## config.mk

```make
export PLATFORM = sky130hd
export DESIGN_NAME = program_counter
export DESIGN_NICKNAME = d
export VERILOG_FILES = /design/src/rtl/program_counter.sv
export SDC_FILE = /design/constraint.sdc
export NUM_CORES = 1
export LEC_CHECK = 0
export CAP_MARGIN = 10
export CORE_MARGIN = 2
export CORE_UTILIZATION = 33
export DETAILED_ROUTE_END_ITERATION = 8
export HOLD_SLACK_MARGIN = 0.08
export PLACE_DENSITY = 0.79
export SETUP_SLACK_MARGIN = 0.3
export SYNTH_ARGS = -nofsm -noshare
export SYNTH_HDL_FRONTEND = slang
export SYNTH_SLANG_ARGS = --single-unit
```

## constraint.sdc

```tcl
create_clock -name clk -period 2.2 [get_ports clk]
set_input_delay 0.44 -clock clk [delete_from_list [all_inputs] [get_ports clk]]
set_output_delay 0.44 -clock clk [all_outputs]
set_load 0.1 [all_outputs]
```

## src/rtl/program_counter.sv

```systemverilog
// Program counter register: loads the externally computed next address each cycle.
// Optional macro PC_WORD_ALIGN_EN forces loaded and reset addresses to word alignment.
module program_counter #(
   parameter int               WIDTH       = 32,
   parameter logic [WIDTH-1:0] RESET_VALUE = '0
) (
   input  logic [WIDTH-1:0] next_addr,
   output logic [WIDTH-1:0] out_addr,
   input  logic             clk,
   input  logic             reset
);

`ifdef PC_WORD_ALIGN_EN
   localparam logic [WIDTH-1:0] ALIGN_MASK = ~(WIDTH'(2'b11));
`endif

   // Applies the configured alignment policy to an address.
   function automatic logic [WIDTH-1:0] align_addr(input logic [WIDTH-1:0] addr);
`ifdef PC_WORD_ALIGN_EN
      align_addr = addr & ALIGN_MASK;
`else
      align_addr = addr;
`endif
   endfunction

   localparam logic [WIDTH-1:0] RESET_ADDR = align_addr(RESET_VALUE);

   logic [WIDTH-1:0] load_addr_s;
   logic [WIDTH-1:0] pc_r;

   // Value presented to the register on the next edge.
   always_comb begin
      load_addr_s = align_addr(next_addr);
   end

   // PC state register; reset takes priority over any coincident clock edge.
   always_ff @(posedge clk or posedge reset) begin
      if (reset) begin
         pc_r <= RESET_ADDR;
      end else begin
         pc_r <= load_addr_s;
      end
   end

   assign out_addr = pc_r;

endmodule

```

== After elaboration in Yosys (flattened, before gate mapping) ==
Cells that the tools add are included.
Widths: inputs -> output; s select.

* Flip-flop bits (word level): 32
* Word-level logic and storage cells: 1
* Input port bits: 34

== Depth between registers and ports, before layout ==
Gate-level depths: netlist (run 1).

* Depth in word-level cells: 0
* Depth in mapped cells: 1
* Mapped depth without buffers: 1

== Worst setup path after synthesis (run 1) ==
No wires, ideal clock.

* Path kind: register to output
* From: reg pc_r[0] (netlist: out_addr[0])
* To: out out_addr[0]
* Arrival: 883 ps
* Data required time: 1760 ps
* Cell stages (with the launch flop): 1
* Slack: 877 ps
* Path through: dfrtp_1

{| class="wikitable"
|+ RTL lines
! what !! RTL line !! text
|-
| from (decl) || 29 || <nowiki>logic [WIDTH-1:0] pc_r;</nowiki>
|-
| from (signal assigned) || 41 || <nowiki>pc_r <= load_addr_s;</nowiki>
|-
| to (decl) || 8 || <nowiki>output logic [WIDTH-1:0] out_addr,</nowiki>
|}

No word-level cell between the ends.

== Worst setup path after layout (run 1) ==
* From: reg pc_r[7] (netlist: out_addr[7])
* To: out out_addr[7]

No word-level cell between the ends.

==> flow_summary.html, run 1 <==
<table>
<tr><th>Metric</th><th>Value</th></tr>
<tr><th colspan="2">Run status</th></tr>
<tr><td>Run status</td><td>completed</td></tr>
<tr><th colspan="2">Detailed routing</th></tr>
<tr><td>Initial detailed-routing violation count</td><td>3</td></tr>
<tr><td>Average via count per standard cell</td><td>between 3 and 4</td></tr>
<tr><td>Final antenna-violating net count</td><td>0</td></tr>
<tr><td>Number of remaining DRC errors</td><td>0</td></tr>
<tr><td>Vias post-DR</td><td>between 500 and 600</td></tr>
<tr><td>Drt first pass iters</td><td>2</td></tr>
<tr><td>Wirelength, routed</td><td>1703 um</td></tr>
<tr><td>Routed WL per cell</td><td>12.71 um</td></tr>
<tr><th colspan="2">Worst setup path</th></tr>
<tr><td>Number of stages on the worst setup path</td><td>1</td></tr>
<tr><td>Slowest library cell on the worst path</td><td>dfrtp_1</td></tr>
<tr><td>Critical path destination</td><td>out_addr[7]</td></tr>
<tr><td>CP Data Arrival Time</td><td>around 940 ps</td></tr>
<tr><td>Data required time of the critical path</td><td>between 1500 and 2000 ps</td></tr>
<tr><td>Crit path buffers/inverters</td><td>1</td></tr>
<tr><td>Type of the worst setup path</td><td>flip-flop to primary output</td></tr>
<tr><td>CP max stage delay</td><td>between 300 and 400 ps</td></tr>
<tr><td>Family with the most delay on the worst path</td><td>flip-flops</td></tr>
<tr><td>Worst setup SP type</td><td>flip-flop</td></tr>
<tr><td>Beginning of the critical path</td><td>out_addr[7]$_DFF_PP0_</td></tr>
<tr><td>Cell-by-cell listing of the critical path</td><td>buf_4</td></tr>
<tr><td>Max Fanout on Critical Path</td><td>1</td></tr>
<tr><td>Critical Path Sink Type</td><td>primary output</td></tr>
<tr><th colspan="2">Logic synthesis</th></tr>
<tr><td>Average instance area after synthesis</td><td>between 20 and 25 um^2</td></tr>
<tr><td>Cell Area, Synth</td><td>just over 800 um^2</td></tr>
<tr><td>Synth area leaders</td><td>dfrtp_1 (100%), inv_1 (0.47%)</td></tr>
<tr><td>Sequential element share of the synthesized area</td><td>0.9953</td></tr>
<tr><td>Synth Net Count</td><td>67</td></tr>
<tr><td>Unique cell type count in the Yosys netlist</td><td>2</td></tr>
<tr><td>FF+latch count, synth</td><td>32</td></tr>
<tr><td>Fraction of post-synthesis cell area in the top cell type by area</td><td>0.9953</td></tr>
<tr><td>Dominant cell type by area after synthesis</td><td>dfrtp_1</td></tr>
<tr><td>YS warnings</td><td>0</td></tr>
<tr><td>Gate count of the mapped netlist</td><td>33</td></tr>
<tr><th colspan="2">Clock network</th></tr>
<tr><td>Number of gates resized after CTS</td><td>0</td></tr>
<tr><td>CTS tree</td><td>yes</td></tr>
<tr><td>Cts hold-fix bufs</td><td>0</td></tr>
<tr><td>Number of clock buffers inserted by TritonCTS</td><td>5</td></tr>
<tr><td>Setup Buffers After CTS</td><td>0</td></tr>
<tr><td>Clock slew seen by the registers of the worst setup and hold paths</td><td>approximately 80 ps</td></tr>
<tr><td>Deepest clock path buffer count</td><td>2</td></tr>
<tr><td>Root buf cell</td><td>clkbuf_4</td></tr>
<tr><td>Clock Sink Count</td><td>32</td></tr>
<tr><td>Htree depth</td><td>2</td></tr>
<tr><th colspan="2">Timing</th></tr>
<tr><td>Total negative slack for setup checks</td><td>0 ps</td></tr>
<tr><td>Upper clock frequency limit</td><td>between 700 and 800 MHz</td></tr>
<tr><td>Min Clock Period, post-route</td><td>between 1000 and 1500 ps</td></tr>
<tr><td>Setup violations, final</td><td>0</td></tr>
<tr><td>Setup slack after layout</td><td>a little over 800 ps</td></tr>
<tr><td>Final max-slew violation count</td><td>0</td></tr>
<tr><td>Share of the cycle needed by the critical path after routing</td><td>0.6271</td></tr>
<tr><td>Final hold viol count</td><td>0</td></tr>
<tr><td>Worst slew pin tran</td><td>approximately 370 ps</td></tr>
<tr><td>Max transition margin</td><td>0.7514</td></tr>
<tr><td>Setup repair after global routing missed its margin</td><td>false</td></tr>
<tr><th colspan="2">Power</th></tr>
<tr><td>Max rail drop VDD</td><td>0.5505 mV</td></tr>
<tr><td>Total leakage power</td><td>~0.0007 uW</td></tr>
<tr><td>Pwr Density</td><td>approximately 890 nW/um^2</td></tr>
<tr><th colspan="2">Floorplan</th></tr>
<tr><td>Overall die area</td><td>~2800 um^2</td></tr>
<tr><td>Standard-cell row count</td><td>17</td></tr>
<tr><td>Initial cell density of the core</td><td>0.3568</td></tr>
<tr><td>Number of top-level pins</td><td>66</td></tr>
<tr><td>Placeable core region</td><td>2255 um^2</td></tr>
<tr><td>Overall die width</td><td>between 50 and 60 um</td></tr>
<tr><td>Die outline height</td><td>approximately 53 um</td></tr>
<tr><th colspan="2">Layout</th></tr>
<tr><td>NumNets Final</td><td>140</td></tr>
<tr><td>Multi-input logic area</td><td>0 um^2</td></tr>
<tr><td>Share of final-layout standard cells stronger than drive strength 1</td><td>0.3774</td></tr>
<tr><td>Number of flip-flops in the largest register</td><td>32</td></tr>
<tr><td>Top library cells by usage in the layout, fill and taps aside</td><td>clkdlybuf4s50_1 (33), buf_4 (33), dfrtp_1 (32), clkbuf_4 (5), clkbuf_8 (2)</td></tr>
<tr><td>Filler cells</td><td>170</td></tr>
<tr><td>Final Util</td><td>0.6576</td></tr>
<tr><td>Antenna cells</td><td>0</td></tr>
<tr><td>Total number of multi-input combinational cells</td><td>0</td></tr>
<tr><td>Area Growth Syn to Fin</td><td>84.29%</td></tr>
<tr><th colspan="2">Global routing</th></tr>
<tr><td>All-Layer GR Usage</td><td>0.1359</td></tr>
<tr><td>Maximum number of pins on one net before global-route repair</td><td>33</td></tr>
<tr><td>First-pass GRT wire length</td><td>2415 um</td></tr>
<tr><td>Number of antenna violations at the first check in global routing</td><td>0</td></tr>
<tr><td>Vias in the first global route</td><td>roughly 540</td></tr>
<tr><td>Remaining global-route overflow</td><td>0</td></tr>
<tr><th colspan="2">Placed design</th></tr>
<tr><td>DP HPWL</td><td>~1400 um</td></tr>
<tr><td>Port Buf Inserts</td><td>65</td></tr>
<tr><td>Dpl ws</td><td>around 1100 ps</td></tr>
<tr><td>Placer Congestion</td><td>around 0.58</td></tr>
<tr><th colspan="2">Worst hold path</th></tr>
<tr><td>Worst Hold Class</td><td>input pin to async pin</td></tr>
<tr><th colspan="2">Job</th></tr>
<tr><td>Maximum Capacitance Violations</td><td>0</td></tr>
</table>
## synthesized netlist by cell type
master / number
dfrtp_1: 32
inv_1: 1
## through the flow
step / std cells / hold WS, ps / power (uW) / cell area, um^2
2_1_floorplan: 33 / 471.4 / 869.6 / 804.5
3_3_place_gp: 127 / 837.8 / 983.6 / 1418
3_5_place_dp: 127 / 845.4 / 987.3 / 1418
4_1_cts: 134 / 490.9 / 1341 / 1483
5_1_grt: 134 / 494.3 / 1384 / 1483
6_report: 134 / 499.2 / 1314 / 1483
## routing by layer
metal,up-vias,share of wire,track usage
met5,-,0,0
li1,246,-,-
met4,0,0.020,0.08974
met3,2,0.078,0.07062
met1,245,0.31,0.1167
met2,31,0.59,0.2387
## worst min path at each step
| stage | start | endpoint | slack [ps] | cells after the start |
|---|---|---|---|---|
| finish | reset | out_addr[9]$_DFF_PP0_ | 500 | 3 |
| global route | reset | out_addr[9]$_DFF_PP0_ | 490 | 3 |
| CTS | reset | out_addr[10]$_DFF_PP0_ | 490 | 3 |
| detailed placement | reset | out_addr[27]$_DFF_PP0_ | 850 | 3 |
| global placement | reset | out_addr[27]$_DFF_PP0_ | 840 | 3 |
| floorplan | next_addr[0] | out_addr[0]$_DFF_PP0_ | 470 | 0 |
## cell families (layout without fill, tap and decap cells)
family	count (synthesis)	after routing	synth area share
DFF	32	32	0.9953
buffers and inverters	1	74	0.004661
## power breakdown
group | switching [uW] | leakage (uW) | internal [uW]
logic | 257 | 0.000293 | 89.9
registers | 7.90 | 0.000373 | 617
clock network | 162 | 0.0000374 | 181
## final cells by class
class	count	area (um^2)	share of cell area
clock buffers	7	65.06	0.04388
well taps	28	35.03	0.02363
flip-flops and latches	32	800.8	0.5401
inverters	1	3.754	0.002532
repair buffers	66	578.1	0.3899
Power figures use the tool's default switching activity.
==> inputs of run 2 (changes only) <==
CORE_UTILIZATION = 28   (was 33)
PLACE_DENSITY = 0.71   (was 0.79)
clock period = 1.1 ns   (was 2.2 ns; I/O delays follow)
==> flow_summary.html, run 2 (synthesis gave the netlist of run 1 again) <==
<table>
<tr><th>Metric</th><th>Value</th></tr>
<tr><th colspan="2">Run status</th></tr>
<tr><td>Run status</td><td>complete, but fails checks</td></tr>
<tr><td>Violated checks</td><td>negative setup slack</td></tr>
<tr><th colspan="2">Layout</th></tr>
<tr><td>Post-route design area</td><td>roughly 2000 um^2</td></tr>
<tr><td>Final Util</td><td>0.7391</td></tr>
<tr><td>NumNets Final</td><td>140</td></tr>
<tr><td>Cell Count, Final, Fillers Out</td><td>approximately 140</td></tr>
<tr><td>Number of flip-flops in the largest register</td><td>32</td></tr>
<tr><td>Total number of multi-input combinational cells</td><td>0</td></tr>
<tr><td>Antenna cells</td><td>0</td></tr>
<tr><td>Area Growth Syn to Fin</td><td>151.2%</td></tr>
<tr><td>Top library cells by usage in the layout, fill and taps aside</td><td>clkdlybuf4s50_1 (33), buf_12 (33), dfrtp_4 (31), clkbuf_4 (5), clkbuf_8 (2)</td></tr>
<tr><td>Share of final-layout standard cells stronger than drive strength 1</td><td>0.6887</td></tr>
<tr><td>Multi-input logic area</td><td>0 um^2</td></tr>
<tr><th colspan="2">Timing</th></tr>
<tr><td>Share of the cycle needed by the critical path after routing</td><td>1.090</td></tr>
<tr><td>Worst slew pin tran</td><td>approximately 170 ps</td></tr>
<tr><td>Setup slack after layout</td><td>-98.92 ps</td></tr>
<tr><td>Max transition margin</td><td>0.8861</td></tr>
<tr><td>Final hold viol count</td><td>0</td></tr>
<tr><td>Min Clock Period, post-route</td><td>~1200 ps</td></tr>
<tr><td>Total negative slack for setup checks</td><td>-2850 ps</td></tr>
<tr><td>Setup violations, final</td><td>32</td></tr>
<tr><td>Final max-slew violation count</td><td>0</td></tr>
<tr><td>Upper clock frequency limit</td><td>roughly 830 MHz</td></tr>
<tr><td>Setup repair after global routing missed its margin</td><td>true</td></tr>
<tr><th colspan="2">Clock network</th></tr>
<tr><td>Clock slew seen by the registers of the worst setup and hold paths</td><td>around 90 ps</td></tr>
<tr><td>Cts hold-fix bufs</td><td>0</td></tr>
<tr><td>Number of clock buffers inserted by TritonCTS</td><td>5</td></tr>
<tr><td>CTS tree</td><td>yes</td></tr>
<tr><td>Htree depth</td><td>2</td></tr>
<tr><td>Clock Sink Count</td><td>32</td></tr>
<tr><td>Deepest clock path buffer count</td><td>2</td></tr>
<tr><td>Number of gates resized after CTS</td><td>0</td></tr>
<tr><td>Root buf cell</td><td>clkbuf_4</td></tr>
<tr><th colspan="2">Worst setup path</th></tr>
<tr><td>Critical Path Sink Type</td><td>primary output</td></tr>
<tr><td>Slowest library cell on the worst path</td><td>dfrtp_4</td></tr>
<tr><td>Cell-by-cell listing of the critical path</td><td>buf_12</td></tr>
<tr><td>CP max stage delay</td><td>490 ps</td></tr>
<tr><td>Data required time of the critical path</td><td>between 800 and 900 ps</td></tr>
<tr><td>Crit path buffers/inverters</td><td>1</td></tr>
<tr><td>Worst setup SP type</td><td>flip-flop</td></tr>
<tr><td>Family with the most delay on the worst path</td><td>flip-flops</td></tr>
<tr><td>Type of the worst setup path</td><td>flip-flop to primary output</td></tr>
<tr><td>Max Fanout on Critical Path</td><td>1</td></tr>
<tr><td>Number of stages on the worst setup path</td><td>1</td></tr>
<tr><td>CP Data Arrival Time</td><td>~980 ps</td></tr>
<tr><th colspan="2">Worst hold path</th></tr>
<tr><td>Worst Hold Class</td><td>input pin to async pin</td></tr>
<tr><th colspan="2">Floorplan</th></tr>
<tr><td>Number of top-level pins</td><td>between 60 and 70</td></tr>
<tr><td>Standard-cell row count</td><td>19</td></tr>
<tr><td>Overall die area</td><td>between 3000 and 4000 um^2</td></tr>
<tr><td>Die outline height</td><td>between 50 and 60 um</td></tr>
<tr><td>Initial cell density of the core</td><td>0.2943</td></tr>
<tr><td>Overall die width</td><td>57.61 um</td></tr>
<tr><td>Placeable core region</td><td>around 2700 um^2</td></tr>
<tr><th colspan="2">Power</th></tr>
<tr><td>Clk pwr share</td><td>0.245</td></tr>
<tr><td>Switching power total</td><td>about 920 uW</td></tr>
<tr><td>Max rail drop VDD</td><td>around 1.2 mV</td></tr>
<tr><td>Fraction of power spent switching nets</td><td>0.3180</td></tr>
<tr><td>Fraction of power consumed by combinational cells</td><td>0.298</td></tr>
<tr><td>Pwr Density</td><td>about 1400 nW/um^2</td></tr>
<tr><td>Internal Pwr Total</td><td>about 2000 uW</td></tr>
<tr><td>Total leakage power</td><td>0.0008207 uW</td></tr>
<tr><td>Relative contribution of sequential cells to total power</td><td>0.457</td></tr>
<tr><th colspan="2">Detailed routing</th></tr>
<tr><td>Vias post-DR</td><td>about 570</td></tr>
<tr><td>Final antenna-violating net count</td><td>0</td></tr>
<tr><td>Initial detailed-routing violation count</td><td>3</td></tr>
<tr><td>Wirelength, routed</td><td>about 2100 um</td></tr>
<tr><td>Drt first pass iters</td><td>2</td></tr>
<tr><td>Average via count per standard cell</td><td>4.146</td></tr>
<tr><td>Routed WL per cell</td><td>~15 um</td></tr>
<tr><td>Number of remaining DRC errors</td><td>0</td></tr>
<tr><th colspan="2">Global routing</th></tr>
<tr><td>First-pass GRT wire length</td><td>3353 um</td></tr>
<tr><td>Number of antenna violations at the first check in global routing</td><td>0</td></tr>
<tr><td>Remaining global-route overflow</td><td>0</td></tr>
<tr><td>Maximum number of pins on one net before global-route repair</td><td>33</td></tr>
<tr><td>All-Layer GR Usage</td><td>0.1451</td></tr>
<tr><td>Vias in the first global route</td><td>about 650</td></tr>
<tr><th colspan="2">Placed design</th></tr>
<tr><td>Port Buf Inserts</td><td>between 60 and 70</td></tr>
<tr><td># placed instances</td><td>130</td></tr>
<tr><td>Instance area at placement</td><td>between 1500 and 2000 um^2</td></tr>
<tr><td>Placer Congestion</td><td>~0.65</td></tr>
<tr><th colspan="2">Job</th></tr>
<tr><td>Maximum Capacitance Violations</td><td>0</td></tr>
</table>
[run 2: changes by cell type in the layout (fill, tap and decap cells not counted), sizes merged]
cell / before / now
inv: 1 / 0
clkinvlp: 0 / 1
[run 2: what timing repair did]
| item | in CTS | in global routing |
|---|---|---|
| gates cloned | 0 | 0 |
| setup endpoints to repair | 32 | 32 |
| buffers inserted | 0 | 0 |
[run 2: worst paths after layout]
path	from	endpoint	slack (ps)
max in group asynchronous	reset	out_addr[12]$_DFF_PP0_	600
worst min-delay path	reset	out_addr[10]$_DFF_PP0_	310
min in group clk	next_addr[16]	out_addr[16]$_DFF_PP0_	330
worst max-delay path	out_addr[6]$_DFF_PP0_	out_addr[6]	-100
[run 2: final cells by class]
type                  count  area (um^2)
fill                    161        713.2
sequential               32        918.4
tap                      31        38.79
inverter                  1        7.507
timing repair buffer     66        991.0
clock buffer              7        65.06
[run 2: routing by layer]
layer	vias up	wire, um	part of all wire	track usage
li1	244	-	-	-
met1	275	678	0.33	0.1604
met2	47	1054	0.51	0.2159
met3	2	311	0.15	0.1088
met4	0	8	0.0039	0.04983
met5	-	0	0	0
[run 2: metrics by stage]
step / power (uW) / hold slack, ps / setup slack [ps]
floorplan: 1790 / 148.7 / 234.3
global route: 3001 / 311.0 / -137.0
global placement: 2209 / 620.1 / 249.9
detailed placement: 2222 / 664.4 / 241.6
CTS: 2937 / 317.5 / -117.0
finish: 2897 / 306.4 / -98.92
[run 2: power groups by stage]
stage | combinational, uW | clock (uW) | sequential [uW]
global placement | 861 | 0 | 1350
detailed placement | 871 | 0 | 1350
finish | 863 | 711 | 1320
global route | 887 | 784 | 1330
CTS | 871 | 741 | 1320
floorplan | 18.0 | 0 | 1770
